## src/rtl/oh_memory_bist.sv

```systemverilog
// March C- self-test controller for one single-port SRAM.
// Drives the memory's bist_* port, checks read data one cycle later and latches the first mismatch.
module oh_memory_bist #(
  parameter int unsigned DW    = 32,
  parameter int unsigned DEPTH = 32,
  parameter int unsigned AW    = $clog2(DEPTH)
) (
  input  logic          clk,
  input  logic          reset,
  input  logic          start,
  output logic          bist_en,
  output logic          bist_we,
  output logic [DW-1:0] bist_wem,
  output logic [AW-1:0] bist_addr,
  output logic [DW-1:0] bist_din,
  input  logic [DW-1:0] mem_dout,
  output logic          busy,
  output logic          done,
  output logic          fail,
  output logic [AW-1:0] fail_addr,
  output logic [2:0]    fail_elem
);

  localparam int unsigned EW = 3;
  localparam logic [AW-1:0] LAST = AW'(DEPTH - 1);

  typedef enum logic [1:0] {IDLE, RUN, DRAIN} state_t;

  state_t        state;
  logic [EW-1:0] elem;

  logic          chk_valid;
  logic [DW-1:0] chk_exp;
  logic [AW-1:0] chk_addr;
  logic [EW-1:0] chk_elem;

  logic [EW-1:0] nxt_elem;
  logic [AW-1:0] nxt_addr;
  logic          nxt_rd;
  logic          run_end;

  // Next march access; the registered bist_we tells read vs write phase of a two-op element.
  always_comb begin
    nxt_elem = elem;
    nxt_addr = bist_addr;
    nxt_rd   = 1'b1;
    run_end  = 1'b0;
    case (elem)
      3'd0: begin
        if (bist_addr == LAST) begin
          nxt_elem = 3'd1;
          nxt_addr = '0;
        end else begin
          nxt_addr = AW'(bist_addr + AW'(1));
          nxt_rd   = 1'b0;
        end
      end
      3'd1, 3'd2: begin
        if (!bist_we) begin
          nxt_rd = 1'b0;
        end else if (bist_addr == LAST) begin
          nxt_elem = EW'(elem + EW'(1));
          nxt_addr = (elem == 3'd2) ? LAST : '0;
        end else begin
          nxt_addr = AW'(bist_addr + AW'(1));
        end
      end
      3'd3, 3'd4: begin
        if (!bist_we) begin
          nxt_rd = 1'b0;
        end else if (bist_addr == '0) begin
          nxt_elem = EW'(elem + EW'(1));
          nxt_addr = LAST;
        end else begin
          nxt_addr = AW'(bist_addr - AW'(1));
        end
      end
      default: begin
        if (bist_addr == '0) run_end = 1'b1;
        else                 nxt_addr = AW'(bist_addr - AW'(1));
      end
    endcase
  end

  always_ff @(posedge clk or posedge reset) begin
    if (reset) begin
      state     <= IDLE;
      elem      <= '0;
      bist_en   <= 1'b0;
      bist_we   <= 1'b0;
      bist_wem  <= '0;
      bist_addr <= '0;
      bist_din  <= '0;
      busy      <= 1'b0;
      done      <= 1'b0;
      fail      <= 1'b0;
      fail_addr <= '0;
      fail_elem <= '0;
      chk_valid <= 1'b0;
      chk_exp   <= '0;
      chk_addr  <= '0;
      chk_elem  <= '0;
    end else begin
      done      <= 1'b0;
      // Odd elements read zeros, even elements read ones.
      chk_valid <= bist_en & ~bist_we;
      chk_exp   <= {DW{~elem[0]}};
      chk_addr  <= bist_addr;
      chk_elem  <= elem;
      if (chk_valid && (mem_dout != chk_exp) && !fail) begin
        fail      <= 1'b1;
        fail_addr <= chk_addr;
        fail_elem <= chk_elem;
      end
      case (state)
        IDLE: begin
          if (start) begin
            state     <= RUN;
            busy      <= 1'b1;
            elem      <= '0;
            bist_en   <= 1'b1;
            bist_we   <= 1'b1;
            bist_wem  <= '1;
            bist_addr <= '0;
            bist_din  <= '0;
            fail      <= 1'b0;
            fail_addr <= '0;
            fail_elem <= '0;
          end
        end
        RUN: begin
          if (run_end) begin
            state     <= DRAIN;
            bist_en   <= 1'b0;
            bist_we   <= 1'b0;
            bist_wem  <= '0;
            bist_addr <= '0;
            bist_din  <= '0;
          end else begin
            elem      <= nxt_elem;
            bist_addr <= nxt_addr;
            bist_we   <= ~nxt_rd;
            bist_wem  <= {DW{~nxt_rd}};
            bist_din  <= {DW{~nxt_rd & nxt_elem[0]}};
          end
        end
        DRAIN: begin
          state <= IDLE;
          busy  <= 1'b0;
          done  <= 1'b1;
        end
        default: state <= IDLE;
      endcase
    end
  end

endmodule

```

## config.mk

```make
export PLATFORM = sky130hd
export DESIGN_NAME = oh_memory_bist
export DESIGN_NICKNAME = d
export VERILOG_FILES = /design/src/rtl/oh_memory_bist.sv
export SDC_FILE = /design/constraint.sdc
export NUM_CORES = 1
export LEC_CHECK = 0
export ABC_AREA = 1
export BUFFER_PORTS_ARGS = -buffer_cell sky130_fd_sc_hd__buf_2
export CORE_MARGIN = 2
export CORE_UTILIZATION = 52
export DETAILED_ROUTE_END_ITERATION = 6
export PLACE_DENSITY = 0.87
export RECOVER_POWER = 100
export SLEW_MARGIN = 5
export SYNTH_ARGS = -nofsm -noshare
export SYNTH_HDL_FRONTEND = slang
export SYNTH_SLANG_ARGS = --single-unit
export TNS_END_PERCENT = 30
```

## constraint.sdc

```tcl
create_clock -name clk -period 4.8 [get_ports clk]
set_clock_uncertainty 0.1 [all_clocks]
set_input_delay 0.72 -clock clk [delete_from_list [all_inputs] [get_ports clk]]
set_output_delay 0.72 -clock clk [all_outputs]
set_load 0.01 [all_outputs]
```

==> results.py <==
metrics = {
    "synthesis": {
        "synth_top_area_frac": 0.319,
        "ys_seq_elements": 34,
        "synthArstFlopShare": 1.00,
        "synth_seq_area_share": 0.319,
        "syn_area_per_cell_um2": 7.41,
        "syn_area_mm2": 0.00267,
        "synth-main-ff-cell": "dfrtp_1",
        "postSynthNetCount": 404,
        "synth_edf_count": 0,
        "ys_warn_count": 0,
        "syn_inst": 360,
        "synth_cell_types": 36,
        "synth_area_leaders": "dfrtp_1 (32%), buf_4 (18%), nand2_1 (11%)",
        "synth_area_leader_cell": "dfrtp_1",
    },
    "placement": {
        "dp_slack_ns": 2.70,
        "portBuffers": 116,
        "dp_cells": 481,
        "place_area_mm2": 0.00285,
        "dp_hpwl_um": 3970,
        "place_congestion": 0.829,
    },
    "power": {
        "finalPower_mw": 1.45,
        "leakage_nw": 1.44,
        "ir_drop_uv": 200,
        "power_density_mw_per_mm2": 521,
    },
    "setup_path": {
        "r2r_slack_ns": 2.05,
        "worstRegToRegCells": 10,
        "end_kind": "flop",
        "r2r-start": "elem[0]",
        "required_ns": 4.86,
        "reg2reg_to": "bist_addr[1]",
        "crit_fanout": 7,
        "cp_data_arrival_time_ns": 2.81,
        "path_class": "reg -> reg",
        "start_kind": "flop",
    },
    "grt": {
        "grt_pass1_wl_um": 7610,
        "overflow": 0,
        "grt_antenna_before_repair": 0,
        "grtUsageTotal": 0.170,
        "grt_pass1_vias": 1846,
        "grt_max_degree": 40,
    },
    "timing": {
        "tns_ns": 0,
        "finalHoldViolCount": 0,
        "period_share": 0.572,
        "min_period_ns": 2.75,
        "setup_viol": 0,
        "max_freq_mhz": 364,
        "worst_slack_ns": 2.05,
        "rsz0062_at_grt": "no",
        "maxSlewViolCount": 35,
        "worst_pin_slew_ns": 1.74,
        "slew-limit-headroom": -0.160,
        "fin_hold_ws_ns": 0.385,
    },
    "detailed_routing": {
        "first_pass_iters": 4,
        "viasPerCell": 4.48,
        "route.detailed.drc": 0,
        "drt-total-wl_um": 4960,
        "wl_per_cell_um": 10.1,
        "vias": 2189,
        "ant_nets": 0,
        "drt-initial-drc-count": 86,
    },
    "job": {
        "cap_violations": 1,
    },
    "clock_tree": {
        "cts_resized": 0,
        "cts_tree": "built",
        "clockBufferDepth": 2,
        "clock_sinks": 34,
        "clock-root-buffer": "clkbuf_8",
        "cts_hold_buf": 0,
        "worstSkewPairLatency_ns": 0.28,
        "h-tree-depth": 2,
        "postCtsSetupBuffers": 0,
        "cts_buffers": 5,
        "clkSlewWorstSetupHoldPaths_ns": 0.06,
    },
    "hold_path": {
        "min_to": "chk_elem[1]",
        "hp-start": "elem[1]",
        "whs_path_depth": 0,
        "hp-class": "reg -> reg",
    },
    "floorplan": {
        "fp.dieH_um": 75.6,
        "die_area_mm2": 0.00572,
        "fp.dieW_um": 75.6,
        "core_area_mm2": 0.00504,
        "initial_core_util": 0.529,
        "ios": 117,
        "core.rowCount": 26,
    },
    "layout": {
        "drive_gt1_frac": 0.162,
        "instances_no_fill": 489,
        "area_growth_pct": 4.36,
        "utilization": 0.552,
        "antennaDiodeCount": 0,
        "design_area_mm2": 0.00279,
        "fin_nets": 462,
        "num-fill-cells": 542,
    },
    "outcome": {
        "violations": "max-capacitance violations, max-slew violations",
        "status": "complete, but fails checks",
    },
}
-- where the power goes --
group	internal (mW)	switching (mW)	total, mW
clock	0.116	0.0962	0.212
sequential	0.385	0.129	0.514
combinational	0.263	0.463	0.726
-- cell type report --
cell class              instances  area (um^2)  share of cell area
flip-flops and latches         34          851               0.305
well taps                      70         87.6              0.0314
multi-input cells             202         1050               0.379
clock buffers                   7         86.3              0.0310
inverters                      58          220              0.0791
repair buffers                117          480               0.173
clock inverters                 1         5.00             0.00180
-- synthesized netlist by cell type (4+ instances only) --
library cell  instances
dfrtp_1              34
nor3_1                6
buf_4                63
nand3b_1              4
or2_1                 4
o21ai_1               4
nor2_1               33
inv_1                39
nor2_2                4
nand2_1              77
nand2_2               9
inv_2                 9
nand3_1              10
o21ai_0               6
ha_1                  9
clkinv_1              9
nand4_1               9
-- sequential cells by signal (all words and copies together), names as in the netlist --
signal and cells:
bist_addr 5, chk_addr 5, fail_addr 5, chk_elem 3, elem 3, fail_elem 3, state 2, bist_din 1
bist_en 1, bist_wem 1, busy 1, chk_exp 1, chk_valid 1, done 1, fail 1
-- kinds of logic (layout without fill, tap and decap cells) --
| group | count (synthesis) | count (layout) | synth area share |
|---|---|---|---|
| xor+xnor | 4 | 4 | 0.0131 |
| buf+inv | 124 | 183 | 0.267 |
| simple gates | 167 | 167 | 0.303 |
| compound gates | 22 | 22 | 0.0558 |
| fa+ha+maj | 9 | 9 | 0.0422 |
| flops | 34 | 34 | 0.319 |
-- per-layer routing --
metal  GRT usage  share of wire
met4      0.0721          0.024
met5           0              0
met3      0.0159          0.038
met2       0.301           0.49
met1       0.210           0.44
-- layout by cell type (no fill, tap or decap), drive strengths merged --
cell type,instances
buf,33
nand3,12
a211oi,1
nand2,88
and3,1
nor2,40
clkinv,12
clkbuf,91
nand3b,4
a22o,1
nor3,6
inv,47
xor2,3
ha,9
o211ai,1
o21ai,14
a21oi,5
xnor2,1
dfrtp,34
or2,6
nand4,10
-- worst max path at each step --
stage / from / slack (ns) / depth (start not counted) / endpoint
after floorplan: bist_wem[30] / 2.80 / 1 / bist_wem[0]
after global placement: bist_addr[0] / 2.78 / 11 / elem[0]
after detailed placement: bist_addr[1] / 2.70 / 11 / bist_din[30]
after CTS: bist_wem[30] / 2.49 / 1 / bist_wem[17]
after global routing: elem[0] / 1.67 / 10 / bist_addr[1]
final: elem[0] / 2.05 / 10 / bist_addr[1]
-- worst max-delay path, stage by stage (launching register included) --
cell and delay [ns]:
dfrtp_1 0.44, inv_1 0.13, ha_1 0.24, o21ai_0 0.82, nand4_4 0.14, nor2_1 0.23, inv_1 0.08, nand2_1 0.06
o21ai_0 0.20, nand2_1 0.11, o21ai_0 0.07
Note: power is estimated with default switching activity, not from simulation.
